`config.mk`:
```
export PLATFORM = sky130hd
export DESIGN_NAME = sdram_arbiter
export DESIGN_NICKNAME = d
export VERILOG_FILES = /design/src/rtl/sdram_arb_pkg.sv /design/src/rtl/sdram_arb_tag_fifo.sv /design/src/rtl/sdram_arbiter.sv
export SDC_FILE = /design/constraint.sdc
export NUM_CORES = 1
export LEC_CHECK = 0
export BUFFER_PORTS_ARGS = -buffer_cell sky130_fd_sc_hd__buf_2
export CORE_AREA = 2 2 87 89
export CTS_CLUSTER_SIZE = 30
export DETAILED_ROUTE_END_ITERATION = 8
export DIE_AREA = 0 0 89 91
export GPL_TIMING_DRIVEN = 0
export HOLD_SLACK_MARGIN = 0.08
export PLACE_DENSITY = 0.74
export SYNTH_ARGS = -nofsm -noshare
export SYNTH_HDL_FRONTEND = slang
export SYNTH_SLANG_ARGS = --single-unit
```
`constraint.sdc`:
```
create_clock -name clk -period 14.85 [get_ports clk]
set_input_delay 2.2275 -clock clk [delete_from_list [all_inputs] [get_ports clk]]
set_output_delay 2.2275 -clock clk [all_outputs]
set_load 0.05 [all_outputs]
```
`src/rtl/sdram_arb_pkg.sv`:
```
`default_nettype none
// ============================================================================
// sdram_arb_pkg : shared constants and width helpers for the SDRAM arbiter
// Rev 1.0
// ============================================================================
package sdram_arb_pkg;

   localparam int MAX_NPORT = 8;

   // A single-port build still needs a 1-bit ID so the tag FIFO has width.
   function automatic int port_id_width(input int nport);
      return (nport <= 2) ? 1 : $clog2(nport);
   endfunction

   function automatic int count_width(input int depth);
      return $clog2(depth) + 1;
   endfunction

endpackage
`default_nettype wire

```
`src/rtl/sdram_arb_tag_fifo.sv`:
```
`default_nettype none
// ============================================================================
// sdram_arb_tag_fifo : in-order source-port tag FIFO for outstanding reads
// Rev 1.0
// ============================================================================
module sdram_arb_tag_fifo
   import sdram_arb_pkg::*;
#(
   parameter int WIDTH = 2,
   parameter int DEPTH = 4,
   localparam int CW   = count_width(DEPTH)
) (
   input  logic             clk,
   input  logic             rst_n,
   input  logic             push,
   input  logic [WIDTH-1:0] push_data,
   input  logic             pop,
   output logic [WIDTH-1:0] head,
   output logic             full,
   output logic             empty,
   output logic [CW-1:0]    count
);

   localparam int PTRW = (DEPTH > 1) ? $clog2(DEPTH) : 1;

   logic [WIDTH-1:0] r_mem [DEPTH];
   logic [PTRW-1:0]  r_wr_ptr;
   logic [PTRW-1:0]  r_rd_ptr;
   logic [CW-1:0]    r_count;
   logic             w_do_push;
   logic             w_do_pop;

   assign full  = (r_count == CW'(DEPTH));
   assign empty = (r_count == '0);
   assign count = r_count;
   assign head  = r_mem[r_rd_ptr];

   // At full a push is only legal alongside a pop, which frees the slot being written.
   assign w_do_push = push & (~full | pop);
   assign w_do_pop  = pop & ~empty;

   function automatic logic [PTRW-1:0] next_ptr(input logic [PTRW-1:0] p);
      return (p == PTRW'(DEPTH - 1)) ? '0 : p + 1'b1;
   endfunction

   always_ff @(posedge clk) begin
      if (w_do_push) begin
         r_mem[r_wr_ptr] <= push_data;
      end
   end

   always_ff @(posedge clk) begin
      if (!rst_n) begin
         r_wr_ptr <= '0;
         r_rd_ptr <= '0;
         r_count  <= '0;
      end else begin
         if (w_do_push) r_wr_ptr <= next_ptr(r_wr_ptr);
         if (w_do_pop)  r_rd_ptr <= next_ptr(r_rd_ptr);
         case ({w_do_push, w_do_pop})
            2'b10:   r_count <= r_count + 1'b1;
            2'b01:   r_count <= r_count - 1'b1;
            default: r_count <= r_count;
         endcase
      end
   end

endmodule
`default_nettype wire

```
`src/rtl/sdram_arbiter.sv`:
```
`default_nettype none
// ============================================================================
// sdram_arbiter : round-robin share of one SDRAM controller bus, tagged reads
// Rev 1.0
// ============================================================================
module sdram_arbiter
   import sdram_arb_pkg::*;
#(
   parameter int NPORT  = 3,
   parameter int AW     = 24,
   parameter int DW     = 16,
   parameter int MAXRD  = 4,
   localparam int PW    = port_id_width(NPORT),
   localparam int PW_RD = count_width(MAXRD),
   localparam int BW    = DW / 8
) (
   input  logic                clk,
   input  logic                rst_n,
   input  logic [NPORT-1:0]    s_req_valid,
   input  logic [NPORT-1:0]    s_req_write,
   input  logic [NPORT*AW-1:0] s_req_addr,
   input  logic [NPORT*DW-1:0] s_req_wdata,
   input  logic [NPORT*BW-1:0] s_req_byteenable,
   output logic [NPORT-1:0]    s_req_ready,
   output logic [NPORT-1:0]    s_rsp_valid,
   output logic [DW-1:0]       s_rsp_rdata,
   output logic                m_req_valid,
   output logic                m_req_write,
   output logic [AW-1:0]       m_req_addr,
   output logic [DW-1:0]       m_req_wdata,
   output logic [BW-1:0]       m_req_byteenable,
   input  logic                m_req_ready,
   input  logic                m_rsp_valid,
   input  logic [DW-1:0]       m_rsp_rdata,
   output logic [PW_RD-1:0]    rd_outstanding,
   output logic                err_orphan_rsp
);

   logic [PW-1:0]      r_ptr;
   logic               r_orphan;
   logic [NPORT-1:0]   w_elig;
   logic [2*NPORT-1:0] w_dbl;
   logic [PW-1:0]      w_offset;
   logic [PW:0]        w_sum;
   logic [PW-1:0]      w_grant_id;
   logic [NPORT-1:0]   w_grant;
   logic               w_any;
   logic               w_accept;
   logic               w_push;
   logic               w_pop;
   logic [PW-1:0]      w_head;
   logic               w_tag_full;
   logic               w_tag_empty;
   logic [PW_RD-1:0]   w_count;

   // Reads are held off only while the tag FIFO has no room; writes never need a tag.
   assign w_elig = s_req_valid & (s_req_write | {NPORT{~w_tag_full}});
   assign w_any  = rst_n & (|w_elig);

   // Rotate so r_ptr lands at bit 0, pick the lowest set bit, then un-rotate the index.
   always_comb begin
      logic found;
      found    = 1'b0;
      w_offset = '0;
      w_dbl    = {w_elig, w_elig} >> r_ptr;
      for (int i = 0; i < NPORT; i++) begin
         if (!found && w_dbl[i]) begin
            found    = 1'b1;
            w_offset = PW'(i);
         end
      end
      w_sum      = {1'b0, r_ptr} + {1'b0, w_offset};
      w_grant_id = (w_sum >= (PW + 1)'(NPORT)) ? PW'(w_sum - (PW + 1)'(NPORT)) : PW'(w_sum);
      w_grant    = w_any ? (NPORT'(1) << w_grant_id) : '0;
   end

   always_comb begin
      m_req_write      = 1'b0;
      m_req_addr       = '0;
      m_req_wdata      = '0;
      m_req_byteenable = '0;
      for (int i = 0; i < NPORT; i++) begin
         if (w_grant[i]) begin
            m_req_write      = s_req_write[i];
            m_req_addr       = s_req_addr[i*AW +: AW];
            m_req_wdata      = s_req_wdata[i*DW +: DW];
            m_req_byteenable = s_req_byteenable[i*BW +: BW];
         end
      end
   end

   assign m_req_valid = w_any;
   assign s_req_ready = w_grant & {NPORT{m_req_ready}};
   assign w_accept    = w_any & m_req_ready;
   assign w_push      = w_accept & ~m_req_write;
   assign w_pop       = rst_n & m_rsp_valid & ~w_tag_empty;

   always_ff @(posedge clk) begin
      if (!rst_n) begin
         r_ptr <= '0;
      end else if (w_accept) begin
         r_ptr <= (w_grant_id == PW'(NPORT - 1)) ? '0 : w_grant_id + 1'b1;
      end
   end

   always_ff @(posedge clk) begin
      if (!rst_n) begin
         r_orphan <= 1'b0;
      end else if (m_rsp_valid && w_tag_empty) begin
         r_orphan <= 1'b1;
      end
   end

   sdram_arb_tag_fifo #(
      .WIDTH (PW),
      .DEPTH (MAXRD)
   ) u_tag_fifo (
      .clk       (clk),
      .rst_n     (rst_n),
      .push      (w_push),
      .push_data (w_grant_id),
      .pop       (w_pop),
      .head      (w_head),
      .full      (w_tag_full),
      .empty     (w_tag_empty),
      .count     (w_count)
   );

   assign s_rsp_valid    = w_pop ? (NPORT'(1) << w_head) : '0;
   assign s_rsp_rdata    = rst_n ? m_rsp_rdata : '0;
   assign rd_outstanding = rst_n ? w_count : '0;
   assign err_orphan_rsp = rst_n & r_orphan;

endmodule
`default_nettype wire

```
==> flow_summary.ini <==
[drt]
drt_iter0_drc = 84
ant_nets = 0
met2_length_mm = 4.625
drc = 0
totalWireLength_mm = 9.604
wl_met1_mm = 4.002
wl_per_cell_um = 15.59
dr.max_layer_used = met5
vias = 3042
wl_met3_um = 882
drt-vias-per-instance = 4.938
drt_pass1_iterations = 4

[hold_path]
hold_class = flip-flop to flip-flop

[grt]
antenna_found_initial = 1
grt.overflow.total = 0
grt_pass1_vias = 2891
grt_pass1_wl_mm = 13.99
grt_max_degree = 14
grt.total_usage = 0.2184

[clock_tree]
cts_buffers = 3
postCtsHoldBufs = 0
cts_setup_buffers = 0
ctsResizeCount = 0
cts_max_path_buffers = 2
htreeDepth = 1
cts_root_buf = clkbuf_8
clk_pin_slew_worst_paths_ns = 0.07
cts_tree = built
clkSinkCount = 20
clk_latency_ns = 0.25

[layout]
post-route-util = 0.5167
multi_input_area_mm2 = 0.001730
seq_area_um2 = 480.5
syn2layout_area_growth_pct = 54.70
nets = 679
fillers = 708
layout-drive-gt1-share = 0.5155

[timing]
rsz0062_at_grt = no
min_period_ns = 8.725
finalHoldViolations = 0
relSlewSlack = 0.5087
tightest_slew_ns = 0.7293
fmax_mhz = 114.6
finalClockSkew_ns = 0.001902
fin_crit_sh = 0.5875
final.setup.tns_ns = 0
setup_violations = 0
drv_slew = 0

[worst_setup_path]
crit_path_start_kind = input pin
crit_required_ns = 12.62
cp_slowest_cell = fa_1
slowest_delay_ns = 0.55
cp-end-kind = output port
path_max_fanout = 10
crit_buf_inv = 6
crit_type = input pin to output port
cp_top_family = simple AND/OR/NAND/NOR gates
cp_cell_sequence = buf_2 -> or4b_1 -> and2_1 -> nor3_1 -> nand2b_1 -> a21oi_1 -> o21a_1 -> fa_1 -> inv_1 -> ha_1 -> nor2b_1 -> o21ai_0 -> inv_1 -> and3_4 -> buf_6 -> clkbuf_1 -> o21ai_0 -> a2bb2oi_2 -> buf_2
arrival_ns = 6.50

[yosys]
ys_warn_count = 0
synth_area_mm2 = 0.002384
synth-main-ff-cell = dfxtp_1
postSynthCellCount = 291
yosysUniqueCellTypes = 49
yosys.cell_count.top_type = nand2_1
syn-num-nets = 453
yosys.area.top_type = a2bb2oi_2
synth_common_cells = nand2_1, o21ai_0, and2_1
ys_top_cells_by_area = a2bb2oi_2, dfxtp_1, edfxtp_1
ys_ff_latch = 20
synth_top_area_share = 0.1260
yosysSeqAreaShare = 0.2016
syn_area_per_cell_um2 = 8.191
synth_edf_count = 8
async_flop_share = 0

[status]
status = finished clean

[die]
dieArea_mm2 = 0.008099
rows = 31
start_util = 0.3340
die_w_um = 89
ios = 222
die_y_um = 91
fp.coreArea_mm2 = 0.007137

[power_and_ir_drop]
cellLeakagePower_uw = 0.001826
p_per_area_mw_per_mm2 = 144.1
peakVddDrop_mv = 0.06685
power_uw = 531.2

[flow_run]
drv_cap = 0

[place]
portBuffers = 221
gp_congestion = 0.9895
dpl.hpwl_mm = 8.181
==> registers in the layout, summed over array words and instances, names as in the netlist, named ones only <==
signal	flops
r_ptr	2
u_tag_fifo.r_mem	8
u_tag_fifo.r_rd_ptr	2
r_orphan	1
u_tag_fifo.r_wr_ptr	2
u_tag_fifo.count	3
==> cell families (layout without fill, tap and decap cells) <==
family	count (synthesis)	count (layout)	share of synthesized area
AND/OR/NAND/NOR	117	117	0.2667
multiplexers	19	19	0.09029
AO/OA/AOI/OAI	91	91	0.3029
buffers and inverters	32	257	0.07244
other	0	1	0
XOR/XNOR	2	2	0.007350
adder cells (fa/ha/maj)	10	10	0.05880
flip-flops	20	20	0.2016
==> layout by cell type (no fill, tap or decap), types with 2 or more instances in the layout <==
cell,count
buf_12,2
edfxtp_1,8
o21a_1,5
nor3_1,5
nand2_1,50
o21ai_0,45
nand3_1,5
and3_1,8
a2bb2oi_2,20
nor2_1,3
nand2b_1,2
clkbuf_1,9
clkbuf_8,3
and2_1,25
fa_1,2
a21oi_1,5
ha_1,8
o21ai_1,2
a2bb2oi_1,5
buf_2,228
nor3b_1,2
inv_1,12
mux2i_1,17
nand3b_1,2
nor2b_1,4
dfxtp_1,12
mux4_2,2
o31ai_1,2
==> path summary, 6_finish.rpt <==
kind | start | cells past startpoint | slack [ns] | to
worst min register to register | u_tag_fifo.r_rd_ptr[1] | 2 | 0.49 | flip-flop
worst max-delay path | s_req_write[0] | 19 | 6.12 | m_req_wdata[10]
worst max register to register | u_tag_fifo.count[0] | 21 | 9.67 | u_tag_fifo.count[2]
worst min-delay path | u_tag_fifo.r_rd_ptr[1] | 2 | 0.49 | flip-flop
==> worst reg2reg max path, cell delays in order, from the launching register on <==
cell and delay [ns]:
dfxtp_1 0.37, or4b_1 0.58, and2_1 0.23, nor3_1 0.21, nand2b_1 0.13, a21oi_1 0.06
o21a_1 0.20, fa_1 0.55, inv_1 0.05, ha_1 0.19, nor2b_1 0.22, o21ai_0 0.30
o2bb2ai_1 0.26, a21oi_1 0.19, and2_1 0.25, inv_1 0.07, ha_1 0.19, inv_1 0.07
fa_1 0.37, xor2_1 0.15, or3_1 0.30, a21boi_0 0.16
==> through the flow <==
stage	hold slack (ns)	worst slack (ns)	cells	area (um2)
final	0.4936	6.125	616	3687
after detailed placement	0.4876	6.151	611	3613
after floorplan	0.4501	6.375	291	2384
after CTS	0.4963	6.141	615	3685
after global routing	0.5064	5.785	615	3685
after global placement	0.4623	6.343	611	3613
==> report_power, final <==
part           total, uW  internal [uW]  leakage (uW)  switching (uW)
Clock               52.9           35.9     0.0000357            17.0
Sequential          72.9           66.5      0.000171            6.41
Combinational        405            121       0.00162             284
Total                531            224       0.00183             307
==> final cells by class <==
type | instances | area share
diodes | 1 | 0.0006787
plain buffers | 20 | 0.03461
clock buffers | 3 | 0.01120
clock inverters | 1 | 0.008144
inverters | 12 | 0.01222
multi-input cells | 239 | 0.4693
flip-flops and latches | 20 | 0.1303
well taps | 99 | 0.03359
repair buffers | 221 | 0.3000
==> per-layer routing <==
layer | track usage | up-vias
met5 | 0 | -
met4 | 0.02612 | 2
met3 | 0.04909 | 10
met2 | 0.3818 | 141
met1 | 0.2790 | 1394
li1 | - | 1495
Power figures use the tool's default switching activity.
